**config.mk**
```make
export PLATFORM = sky130hd
export DESIGN_NAME = t03_load_store_unit
export DESIGN_NICKNAME = d
export VERILOG_FILES = /design/src/rtl/t03_load_store_unit.sv
export SDC_FILE = /design/constraint.sdc
export NUM_CORES = 1
export LEC_CHECK = 0
export CAP_MARGIN = 25
export CORE_UTILIZATION = 48
export DETAILED_ROUTE_END_ITERATION = 7
export GPL_TIMING_DRIVEN = 0
export PLACE_DENSITY = 0.86
export SLEW_MARGIN = 40
export SYNTH_ARGS = -nofsm -noshare
export SYNTH_HDL_FRONTEND = slang
export SYNTH_SLANG_ARGS = --single-unit
```
**constraint.sdc**
```tcl
create_clock -name clk -period 4.2 [get_ports clk]
set_clock_uncertainty 0.15 [all_clocks]
set_input_delay 0.84 -clock clk [delete_from_list [all_inputs] [get_ports clk]]
set_output_delay 0.84 -clock clk [all_outputs]
set_load 0.05 [all_outputs]
```
**src/rtl/t03_load_store_unit.sv**
```systemverilog
// t03_load_store_unit
// Data-memory stage. Each load or store becomes one word-addressed bus
// transaction. The unit selects byte lanes, replicates store data across the
// lanes and sign- or zero-extends load data. It keeps the pipeline frozen
// until the access completes, times out or is rejected.
module t03_load_store_unit #(
    parameter int unsigned TIMEOUT = 255
) (
    input  logic        clk,
    input  logic        nrst,
    input  logic        memRead,
    input  logic        memWrite,
    input  logic [2:0]  dataWidth,
    input  logic [31:0] addr,
    input  logic [31:0] storeData,
    input  logic        busAck,
    input  logic [31:0] busRData,
    output logic [31:0] busAddr,
    output logic [31:0] busWData,
    output logic [3:0]  busSel,
    output logic        busRead,
    output logic        busWrite,
    output logic [31:0] loadData,
    output logic        freeze,
    output logic        misaligned,
    output logic        busErr
);

    localparam int unsigned CW = (TIMEOUT < 2) ? 1 : $clog2(TIMEOUT + 1);
    localparam logic [CW-1:0] CNT_LAST = CW'(TIMEOUT - 1);
    localparam logic [CW-1:0] CNT_ONE  = CW'(1);

    localparam logic [2:0] W_B  = 3'b000;
    localparam logic [2:0] W_H  = 3'b001;
    localparam logic [2:0] W_W  = 3'b010;
    localparam logic [2:0] W_BU = 3'b100;
    localparam logic [2:0] W_HU = 3'b101;

    typedef enum logic [1:0] {
        S_IDLE = 2'd0,
        S_BUS  = 2'd1,
        S_DONE = 2'd2
    } state_t;

    // Reject requests that no single bus access can serve.
    function automatic logic is_illegal(input logic rd, input logic wr,
                                        input logic [2:0] w, input logic [1:0] a);
        logic bad;
        case (w)
            W_B, W_BU: bad = 1'b0;
            W_H, W_HU: bad = a[0];
            W_W:       bad = (a != 2'b00);
            default:   bad = 1'b1;
        endcase
        return bad | (rd & wr);
    endfunction

    // Compute the byte-lane enables for a given width and byte offset.
    function automatic logic [3:0] lane_sel(input logic [2:0] w, input logic [1:0] a);
        logic [3:0] sel;
        case (w)
            W_B, W_BU: sel = 4'b0001 << a;
            W_H, W_HU: sel = a[1] ? 4'b1100 : 4'b0011;
            W_W:       sel = 4'b1111;
            default:   sel = 4'b0000;
        endcase
        return sel;
    endfunction

    // Replicate right-aligned store data so that every enabled lane carries it.
    function automatic logic [31:0] align_wdata(input logic [2:0] w, input logic [31:0] sd);
        logic [31:0] wd;
        case (w)
            W_B, W_BU: wd = {4{sd[7:0]}};
            W_H, W_HU: wd = {2{sd[15:0]}};
            W_W:       wd = sd;
            default:   wd = 32'h0000_0000;
        endcase
        return wd;
    endfunction

    // Extract the addressed byte or halfword and extend it to 32 bits.
    function automatic logic [31:0] extend_load(input logic [2:0] w, input logic [1:0] a,
                                                input logic [31:0] rd);
        logic [7:0]  b;
        logic [15:0] h;
        logic [31:0] res;
        case (a)
            2'b00:   b = rd[7:0];
            2'b01:   b = rd[15:8];
            2'b10:   b = rd[23:16];
            2'b11:   b = rd[31:24];
            default: b = 8'h00;
        endcase
        h = a[1] ? rd[31:16] : rd[15:0];
        case (w)
            W_B:     res = {{24{b[7]}}, b};
            W_BU:    res = {24'h00_0000, b};
            W_H:     res = {{16{h[15]}}, h};
            W_HU:    res = {16'h0000, h};
            W_W:     res = rd;
            default: res = 32'h0000_0000;
        endcase
        return res;
    endfunction

    state_t        state_r, state_s;
    logic [31:0]   bus_addr_r, bus_addr_s;
    logic [31:0]   bus_wdata_r, bus_wdata_s;
    logic [3:0]    bus_sel_r, bus_sel_s;
    logic          bus_read_r, bus_read_s;
    logic          bus_write_r, bus_write_s;
    logic [31:0]   load_data_r, load_data_s;
    logic          misaligned_r, misaligned_s;
    logic          bus_err_r, bus_err_s;
    logic [2:0]    width_r, width_s;
    logic [1:0]    lane_r, lane_s;
    logic          dir_wr_r, dir_wr_s;
    logic [CW-1:0] cnt_r, cnt_s;
    logic          req_s;
    logic          illegal_s;

    assign req_s     = memRead | memWrite;
    assign illegal_s = is_illegal(memRead, memWrite, dataWidth, addr[1:0]);

    // Next-state and next-register logic for the IDLE/BUS/DONE sequencer.
    always_comb begin
        state_s      = state_r;
        bus_addr_s   = bus_addr_r;
        bus_wdata_s  = bus_wdata_r;
        bus_sel_s    = bus_sel_r;
        bus_read_s   = bus_read_r;
        bus_write_s  = bus_write_r;
        load_data_s  = load_data_r;
        misaligned_s = 1'b0;
        bus_err_s    = 1'b0;
        width_s      = width_r;
        lane_s       = lane_r;
        dir_wr_s     = dir_wr_r;
        cnt_s        = cnt_r;
        case (state_r)
            S_IDLE: begin
                if (req_s) begin
                    if (illegal_s) begin
                        misaligned_s = 1'b1;
                        state_s      = S_DONE;
                    end else begin
                        bus_addr_s  = {addr[31:2], 2'b00};
                        bus_wdata_s = align_wdata(dataWidth, storeData);
                        bus_sel_s   = lane_sel(dataWidth, addr[1:0]);
                        width_s     = dataWidth;
                        lane_s      = addr[1:0];
                        dir_wr_s    = memWrite;
                        bus_read_s  = memRead;
                        bus_write_s = memWrite;
                        cnt_s       = '0;
                        state_s     = S_BUS;
                    end
                end else begin
                    state_s = S_IDLE;
                end
            end
            S_BUS: begin
                if (busAck) begin
                    if (!dir_wr_r) begin
                        load_data_s = extend_load(width_r, lane_r, busRData);
                    end else begin
                        load_data_s = load_data_r;
                    end
                    bus_read_s  = 1'b0;
                    bus_write_s = 1'b0;
                    cnt_s       = '0;
                    state_s     = S_DONE;
                end else if (cnt_r == CNT_LAST) begin
                    // The slave never answered: abort and flag the error.
                    load_data_s = 32'h0000_0000;
                    bus_err_s   = 1'b1;
                    bus_read_s  = 1'b0;
                    bus_write_s = 1'b0;
                    cnt_s       = '0;
                    state_s     = S_DONE;
                end else begin
                    cnt_s = cnt_r + CNT_ONE;
                end
            end
            S_DONE: begin
                // The pipeline advances on this edge and any request is ignored.
                bus_read_s  = 1'b0;
                bus_write_s = 1'b0;
                state_s     = S_IDLE;
            end
            default: begin
                bus_read_s  = 1'b0;
                bus_write_s = 1'b0;
                cnt_s       = '0;
                state_s     = S_IDLE;
            end
        endcase
    end

    // State and output registers. An asynchronous reset drops the strobes at once.
    always_ff @(posedge clk or negedge nrst) begin
        if (!nrst) begin
            state_r      <= S_IDLE;
            bus_addr_r   <= 32'h0000_0000;
            bus_wdata_r  <= 32'h0000_0000;
            bus_sel_r    <= 4'b0000;
            bus_read_r   <= 1'b0;
            bus_write_r  <= 1'b0;
            load_data_r  <= 32'h0000_0000;
            misaligned_r <= 1'b0;
            bus_err_r    <= 1'b0;
            width_r      <= 3'b000;
            lane_r       <= 2'b00;
            dir_wr_r     <= 1'b0;
            cnt_r        <= '0;
        end else begin
            state_r      <= state_s;
            bus_addr_r   <= bus_addr_s;
            bus_wdata_r  <= bus_wdata_s;
            bus_sel_r    <= bus_sel_s;
            bus_read_r   <= bus_read_s;
            bus_write_r  <= bus_write_s;
            load_data_r  <= load_data_s;
            misaligned_r <= misaligned_s;
            bus_err_r    <= bus_err_s;
            width_r      <= width_s;
            lane_r       <= lane_s;
            dir_wr_r     <= dir_wr_s;
            cnt_r        <= cnt_s;
        end
    end

    // The stall request must reach the PC in the same cycle as the request.
    assign freeze     = ((state_r == S_IDLE) && req_s) || (state_r == S_BUS);
    assign busAddr    = bus_addr_r;
    assign busWData   = bus_wdata_r;
    assign busSel     = bus_sel_r;
    assign busRead    = bus_read_r;
    assign busWrite   = bus_write_r;
    assign loadData   = load_data_r;
    assign misaligned = misaligned_r;
    assign busErr     = bus_err_r;

endmodule

```
# Word-level counts from Yosys, hierarchy flattened

Index checks and enable logic that the tools add are counted.

$add $sub $neg: 1
Equality and inequality tests: 18
Shift-type cells: 1
Multiplexer cells: 34
Bitwise operators: 5
Reductions and logical operators: 14

Operator list:

| operator            | number |
|---|---|
| $pmux 32 s5         | 1 |
| $mux 32             | 3 |
| $pmux 32 s3         | 1 |
| $mux 8              | 4 |
| $pmux 8 s4          | 1 |
| $pmux 8 s3          | 1 |
| $mux 16             | 1 |
| $eq 3x3->1 const B  | 4 |
| $mux 1              | 12 |
| $pmux 4 s3          | 1 |
| $reduce_and 3->1    | 4 |
| $add 8x1->8 const B | 1 |
| $eq 8x8->1 const B  | 1 |
| $mux 2              | 4 |
| $eq 2x2->1 const B  | 3 |
| $eq 3x1->1 const B  | 2 |
| $eq 3x2->1 const B  | 2 |
| $logic_not 3->1     | 2 |
| $ne 2x2->1 const B  | 3 |
| $eq 2x1->1 const B  | 2 |
| $logic_not 2->1     | 2 |
| $mux 4              | 1 |
| $pmux 1 s2          | 2 |
| $pmux 2 s2          | 1 |
| 10 further kinds    | 14 |

Flip-flop bits (word level): 118
Input port bits: 104
Output and inout bits: 105
Word-level logic and storage cells: 86

# Logic depth before layout (Yosys ltp)

Gate-level depths: netlist of the first run.

Word-level depth: 7
Mapped depth: 7
Depth with buffers taken out: 6

# Worst setup path before layout of the first run

Ideal clock, no wire load.

Path type: in2out
From: input port memRead
To: output port freeze
Data arrival time: 1.766 ns
Required time: 3.210 ns
Path slack: 1.444 ns
Stages: 3
Buffers on the path: 1
Cells stage by stage: clkbuf_1 -> nor3_1 -> nor2_1

Word-level cells in the longest chain between the ends: 3

Ends and longest elaborated chain:

| element           | RTL line | source |
|---|---|---|
| start, declared   | 11       | `input logic memRead,` |
| $or 1x1->1        | 123      | `assign req_s = memRead \| memWrite;` |
| $logic_and 1x1->1 | 235      | `assign freeze = ((state_r == S_IDLE) && req_s) \|\| (state_r == S_BUS);` |
| $logic_or 1x1->1  | 235      |  |
| end, declared     | 24       | `output logic freeze,` |

No other way between the ends.

# Final worst setup path of the first run

From: input port memWrite
To: output port freeze

Word-level cells in the longest chain between the ends: 3

Ends and longest elaborated chain:

| element           | RTL line | source |
|---|---|---|
| start, declared   | 12       | `input logic memWrite,` |
| $or 1x1->1        | 123      |  |
| $logic_and 1x1->1 | 235      |  |
| $logic_or 1x1->1  | 235      |  |

No other way between the ends.

==> results.cfg, run 1 <==
[global_route]
grt_pass1_wl_mm = 28.2
antenna_found_initial = 0
grt_pass1_vias = 5519
grt_max_degree = 69
gr-usage-all-layers_pct = 29.6
overflow = 0

[cells_and_area]
layout_commonest_cell = clkdlybuf4s50_1
diodes = 0
area_growth_pct = 50.8
stdcell_count = 886
final_cell_mix = 203 x clkdlybuf4s50_1, 118 x dfrtp_1, 44 x mux2_2
drive_gt1_share_pct = 13.3
layout.nets = 836

[pwr]
power_leakage_uw = 0.00364
totalPowerFinal_uw = 6980
powerDensity_nw_per_um2 = 819
ir_worst_vdd_mv = 0.656

[synth]
synth_area_leaders = dfrtp_1 52%, mux2_2 8.8%, o2bb2ai_1 3.7%
ys_seq_elements = 118
synth_cell_type_count = 47
avgSynthCellArea_um2 = 11.2
netlist.area_leader.share_pct = 52.2
syn_inst = 505
yosysTopAreaCell = dfrtp_1
synth_edf_count = 0
synth_seq_area_share_pct = 52.2
synth_ff_type = dfrtp_1
ys_warn_count = 0
synthArstFlopShare_pct = 100
netlist_area_um2 = 5660

[sta]
period_share_pct = 83.3
finalSetupViolations = 0
hold_violations = 0
worst_pin_slew_ns = 0.743
fin_hold_ws_ns = 0.205
rsz0062_at_grt = false
slew_violations = 0
max_freq_ghz = 0.286
max_slew_margin_pct = 49.1
period_needed_ns = 3.50
fin_setup_tns_ns = 0

[critical_path]
startpoint = memWrite
r2r_start = width_r[1]
required_ns = 3.21
cp-end-kind = output pin
r2r_slack_ns = 1.93
crit_type = primary input to output pin
crit_arrival_ns = 2.51
startpoint_type = primary input
critPathMaxFanout = 6

[status]
outcome = completed

[drt]
wl_met3_mm = 1.97
first_pass_iters = 5
routed_wl_mm = 17.6
drt_iter0_drc = 315
dr_total_vias = 5273
vias_per_cell = 5.95
final_antenna_net_count = 0
wl_met2_mm = 8.53
routedLengthMet1_mm = 6.44
wl_per_cell_um = 19.9
drc = 0
top_layer = met4

[clock_network]
cts_setup_buffers = 0
cts_tree = done
cts_buffers = 17
cts_buffer_depth = 2
cts_sinks = 118
root_buffer = clkbuf_16
h-tree-depth = 4
insertion_delay_ns = 0.42
hold_buffers = 0
ctsResizeCount = 0
cts.clk_slew.worst_paths_ns = 0.05

[place]
gp_congestion = 0.898
placed_cells = 854
port_buffers = 204
dp_hpwl_mm = 12.7

[floorplan]
io_pins = 209
die_y_um = 111
initial_core_util_pct = 49.3
coreArea_um2 = 11500
rows = 39
die_w_um = 111
die-area_um2 = 12200

[run]
drv_cap = 0

[min_path]
hp-class = primary input to async pin
==> stage by stage <==
stage	cell area, um2	utilization, %	worst slack (ns)
finish	8530	74.4	0.702
global route	8530	74.4	0.690
CTS	8520	74.3	0.715
detailed placement	7910	69.0	0.719
global placement	7880	68.7	-2.29
floorplan	5660	-	1.44
==> metal layers <==
layer | track usage [%] | vias to the layer above
met5 | 0 | -
met4 | 16.4 | 0
met3 | 11.1 | 62
met2 | 47.5 | 316
met1 | 34.0 | 2569
li1 | - | 2326
==> worst paths after layout <==
check	to	depth (start not counted)
worst max-delay path	freeze	4
worst min-delay path	cnt_r[6]	1
worst max register to register	loadData[25]	5
worst min register to register	busWData[23]	2
max in group asynchronous	busWData[10]	2
min in group clk	busWData[23]	2
==> layout make-up <==
type                       count  area [um2]
sequential                   118        2950
fill                         749        2940
multi-input combinational    336        2450
timing repair buffer         205        2070
clock buffer                  23         458
buffer                        39         218
tap                          143         179
clock inverter                 9         150
inverter                      13        48.8
==> synthesized netlist by cell type (2+ instances only) <==
master     instances
o2bb2ai_1         24
nor2b_1           12
a221o_1            8
a2bb2oi_1         15
buf_4              5
nand3_1            5
nand2_1           43
a31oi_1            3
nor3_1             5
mux2i_1           17
o21bai_1           2
a211o_1            5
mux2_2            44
o211ai_1          11
nor4_1             4
clkbuf_1          20
a21oi_1           23
nor3b_1            3
and3_1             3
nand4_1            2
buf_6              6
ha_1               2
a22oi_1           24
a22o_1            10
xor2_1             2
buf_1              2
inv_1             13
nor2_1            19
or2_2              2
o21ai_0           28
nand2b_1           2
buf_2              6
dfrtp_1          118
o31ai_1            4
==> worst max-delay path, cell delays in order <==
cell and delay, ns:
clkdlybuf4s50_1 0.61, nor3_1 0.11, nor2_1 0.12, clkdlybuf4s50_1 0.83
==> registers in the layout, summed over array words and instances (netlist names), 2 cells and up <==
signal and count:
busAddr 30, busSel 4, busWData 32, cnt_r 8, lane_r 2, loadData 32
state_r 2, width_r 3
==> cells by family after synthesis <==
family / Yosys count / synth area share (%)
adders and majority gates: 2 / 0.442
other: 1 / 0.0663
xor gates and xnor gates: 2 / 0.310
buffers and inverters: 52 / 4.71
AOI/OAI and AO/OA: 160 / 20.6
and+or+nand+nor: 108 / 9.54
DFF: 118 / 52.2
muxes: 62 / 12.2
==> power by group <==
group	switching, uW	internal (uW)
Clock	503	1000
Sequential	280	1570
Combinational	2320	1300
Total	3100	3880
Note: power is estimated with default switching activity, not from simulation.
==> run 2, diff against run 1 <==
CORE_UTILIZATION = 41   (was 48)
PLACE_DENSITY = 0.78   (was 0.86)
clock period = 3.15 ns   (was 4.2 ns; I/O delays follow)
==> results.cfg, run 2 (synthesis results as in run 1) <==
[floorplan]
die_y_um = 119
die-area_um2 = 14300
rows = 42
coreArea_um2 = 13300
initial_core_util_pct = 42.4
die_w_um = 119
io_pins = 209

[sta]
period_needed_ns = 3.03
max_slew_margin_pct = 47.5
period_share_pct = 96.3
worst_pin_slew_ns = 0.784
fin_setup_tns_ns = 0
slew_violations = 0
max_freq_ghz = 0.330
finalSetupViolations = 0
fin_hold_ws_ns = -0.0189
rsz0062_at_grt = false
hold_violations = 11

[clock_network]
cts_setup_buffers = 0
insertion_delay_ns = 0.41
cts_buffer_depth = 2
hold_buffers = 0
h-tree-depth = 4
ctsResizeCount = 0
cts_sinks = 118
cts_buffers = 17
cts.clk_slew.worst_paths_ns = 0.05
cts_tree = done
root_buffer = clkbuf_16

[global_route]
grtUsageMet2_pct = 40.3
use_met1_pct = 30.3
overflow = 0
grt_pass1_vias = 5308
grtUsageMet3_pct = 7.90
antenna_found_initial = 0
gr-usage-all-layers_pct = 24.9
grt_pass1_wl_mm = 27.4
grt-busiest-layer = met2
grt_max_degree = 62

[critical_path]
cp.depth = 4
crit_slowest_cell = clkdlybuf4s50_1
crit_chain = clkdlybuf4s50_1 > nor3_1 > nor2_1 > clkdlybuf4s50_1
critPathMaxStageDelay_ns = 0.82
crit_top_cell = clkdlybuf4s50_1
required_ns = 2.37
startpoint_type = primary input
cp-end-kind = output pin
critPathMaxFanout = 6
r2r_start = width_r[0]
startpoint = memWrite
crit_family = buffers and inverters
reg2reg_depth = 6
crit_type = primary input to output pin
cp_num_buf_inv = 2
regToRegEndpoint = loadData[7]
r2r_slack_ns = 0.94
crit_arrival_ns = 2.25

[status]
violations = negative hold slack
outcome = complete, but fails checks

[pwr]
powerDensity_nw_per_um2 = 1060
totalPowerFinal_uw = 8950
power_leakage_uw = 0.00360
ir_worst_vdd_mv = 0.749

[cells_and_area]
area_growth_pct = 49.8
stdcell_count = 916
diodes = 0
utilization_pct = 63.5
layout.nets = 836
final_cell_mix = 203 x clkdlybuf4s50_1, 118 x dfrtp_1, 44 x mux2_2
drive_gt1_share_pct = 13.0
layout_commonest_cell = clkdlybuf4s50_1

[min_path]
hp-class = primary input to async pin

[drt]
dr_total_vias = 5069
first_pass_iters = 5
drc = 0
routed_wl_mm = 16.8
drt_iter0_drc = 344
vias_per_cell = 5.53
final_antenna_net_count = 0
wl_per_cell_um = 18.4

[place]
dp_hpwl_mm = 12.5
placed_cells = 887
gp_congestion = 0.864
port_buffers = 204

[run]
drv_cap = 0
[run 2: cell types whose count changed in the layout (fill, tap and decap cells not counted)]
cell | before | now
bufinv_16 | 4 | 0
clkbuf_8 | 1 | 4
a31oi_1 | 2 | 3
a31oi_2 | 1 | 0
clkbuf_1 | 25 | 24
clkinvlp_4 | 2 | 1
[run 2: worst max-delay path by stage]
stage,end
2_1_floorplan,freeze
3_3_place_gp,busAddr[9]
3_5_place_dp,freeze
4_1_cts,freeze
5_1_grt,freeze
6_report,freeze
[run 2: through the flow]
step                      cell area [um2]  setup WS [ns]
final                                8470          0.117
after global routing                 8470         0.0360
after CTS                            8470          0.128
after detailed placement             7950          0.135
after global placement               7920          -3.14
after floorplan                      5660          0.814
[run 2: layer usage]
layer | wire, um | vias to the layer above | part of all wire [%]
met5 | 0 | - | 0
met4 | 448 | 0 | 2.7
met2 | 8130 | 239 | 48
met1 | 6850 | 2469 | 41
met3 | 1390 | 40 | 8.3
li1 | - | 2321 | -
[run 2: cell type report]
type / instances / area (um2)
buffer: 39 / 218
clock buffer: 25 / 495
clock inverter: 4 / 22.5
fill: 1086 / 4880
inverter: 13 / 48.8
multi-input combinational: 336 / 2440
sequential: 118 / 2950
tap: 176 / 220
timing repair buffer: 205 / 2070
[run 2: report_power, final]
part | internal (uW) | total [uW] | leakage [uW] | switching, uW
Clock | 1070 | 1710 | 0.000255 | 639
Sequential | 2100 | 2460 | 0.00150 | 363
Combinational | 1730 | 4780 | 0.00184 | 3050
==> run 3, diff against run 2 <==
clock period = 2.4 ns   (was 3.15 ns; I/O delays follow)
==> results.cfg, run 3 (synthesis results as in run 1) <==
[global_route]
grt_pass1_wl_mm = 27.4
grtUsageMet3_pct = 7.90
grt_max_degree = 62
overflow = 0
antenna_found_initial = 0
gr-usage-all-layers_pct = 24.9
grtUsageMet2_pct = 40.4
grt-busiest-layer = met2
grt_pass1_vias = 5320
use_met1_pct = 30.3

[clock_network]
cts_buffers = 17
cts_buffer_depth = 2
cts_setup_buffers = 0
cts.clk_slew.worst_paths_ns = 0.05
h-tree-depth = 4
insertion_delay_ns = 0.41
cts_tree = done
cts_sinks = 118
root_buffer = clkbuf_16

[place]
port_buffers = 204
gp_congestion = 0.864
dp_hpwl_mm = 12.5
postPlaceCellArea_um2 = 7950

[drt]
final_antenna_net_count = 0
first_pass_iters = 5
drc = 0
routed_wl_mm = 16.8
drt_iter0_drc = 349
wl_per_cell_um = 18.4
vias_per_cell = 5.53
dr_total_vias = 5071

[cells_and_area]
fill_cells = 1086
utilization_pct = 63.6
diodes = 0
seqCellArea_um2 = 2950
drive_gt1_share_pct = 13.4
final_cell_mix = 201 x clkdlybuf4s50_1, 118 x dfrtp_1, 44 x mux2_2
layout.nets = 837
layout_commonest_cell = clkdlybuf4s50_1
design_area_um2 = 8490
multi_input_area_um2 = 2450
area_growth_pct = 50.2

[sta]
max_freq_ghz = 0.435
slew_violations = 0
fin_hold_ws_ns = 0.327
hold_violations = 0
period_needed_ns = 2.30
max_slew_margin_pct = 48.5
period_share_pct = 95.8
worst_pin_slew_ns = 0.769
rsz0062_at_grt = false
finalSetupViolations = 0

[critical_path]
regToRegEndpoint = loadData[15]
required_ns = 1.77
crit_arrival_ns = 1.67
r2r_start = width_r[0]
reg2reg_depth = 6
startpoint_type = primary input
r2r_slack_ns = 0.18
cp-end-kind = output pin
critPathMaxFanout = 6
crit_type = primary input to output pin

[floorplan]
die-area_um2 = 14300
die_w_um = 119
initial_core_util_pct = 42.4
io_pins = 209
coreArea_um2 = 13300
rows = 42
die_y_um = 119

[pwr]
powerDensity_nw_per_um2 = 1380
power_leakage_uw = 0.00362
ir_worst_vdd_mv = 0.983

[min_path]
hold_end = busWData[15]
hold-path-cell-count = 2
hp-class = flop to flop
hp-start = busWData[15]

[status]
outcome = completed

[run]
drv_cap = 0
## run 3: cell count changes in the layout (fill, tap and decap cells not counted)
cell,change
dlymetal6s2s_1,+1
clkbuf_1,-1
clkdlybuf4s15_2,+1
clkdlybuf4s50_1,-2
nor4_1,-1
dlygate4sd3_1,+1
nor4_2,+1
clkbuf_2,+1
## run 3: layout make-up
| cell class | instances | share of cell area, % |
|---|---|---|
| Tap cell | 176 | 2.59 |
| Clock inverter | 4 | 0.265 |
| Inverter | 13 | 0.575 |
| Timing Repair Buffer | 206 | 24.6 |
| Buffer | 39 | 2.58 |
| Sequential cell | 118 | 34.8 |
| Clock buffer | 25 | 5.83 |
| Multi-Input combinational cell | 336 | 28.8 |
## run 3: repair_timing
| action | in CTS | in global routing |
|---|---|---|
| endpoints found under the hold margin | 57 | 0 |
| cloned | 0 | 0 |
| gates resized for setup | 3 | 4 |
| hold buffers | 1 | 0 |
| endpoints found under the setup margin | 1 | 32 |
## run 3: worst max-delay path: stages
cell,delay [ns]
clkdlybuf4s50_1,0.61
nor3_1,0.09
nor2_1,0.10
clkdlybuf4s15_2,0.38
## run 3: stage by stage
stage / setup slack [ns] / total power, uW / TNS [ns] / std cells
6_report: 0.100 / 11700 / 0 / 917
5_1_grt: 0.00505 / 12300 / 0 / 917
4_1_cts: 0.111 / 11800 / 0 / 917
3_5_place_dp: -0.315 / 9500 / -21.18 / 887
3_3_place_gp: -3.74 / 9380 / -457.14 / 886
2_1_floorplan: 0.364 / 7310 / 0 / 506
## run 3: worst max path at each step
stage | from | to | depth (start not counted)
floorplan | memRead | freeze | 3
finish | memWrite | freeze | 4
CTS | busWrite | busWrite | 1
global route | dataWidth[1] | busSel[1] | 5
global placement | nrst | busAddr[9] | 1
detailed placement | memWrite | freeze | 4
## run 3: metal layers
| layer | vias up | routed length, um | part of all wire, % |
|---|---|---|---|
| met5 | - | 0 | 0 |
| met4 | 0 | 477 | 2.8 |
| met3 | 48 | 1430 | 8.5 |
| met2 | 258 | 8110 | 48 |
| met1 | 2444 | 6820 | 40 |
| li1 | 2321 | - | - |
## run 3: power breakdown
group	internal [uW]	switching, uW	total (uW)
Combinational	2270	4000	6270
Clock	1400	839	2240
Sequential	2760	475	3230
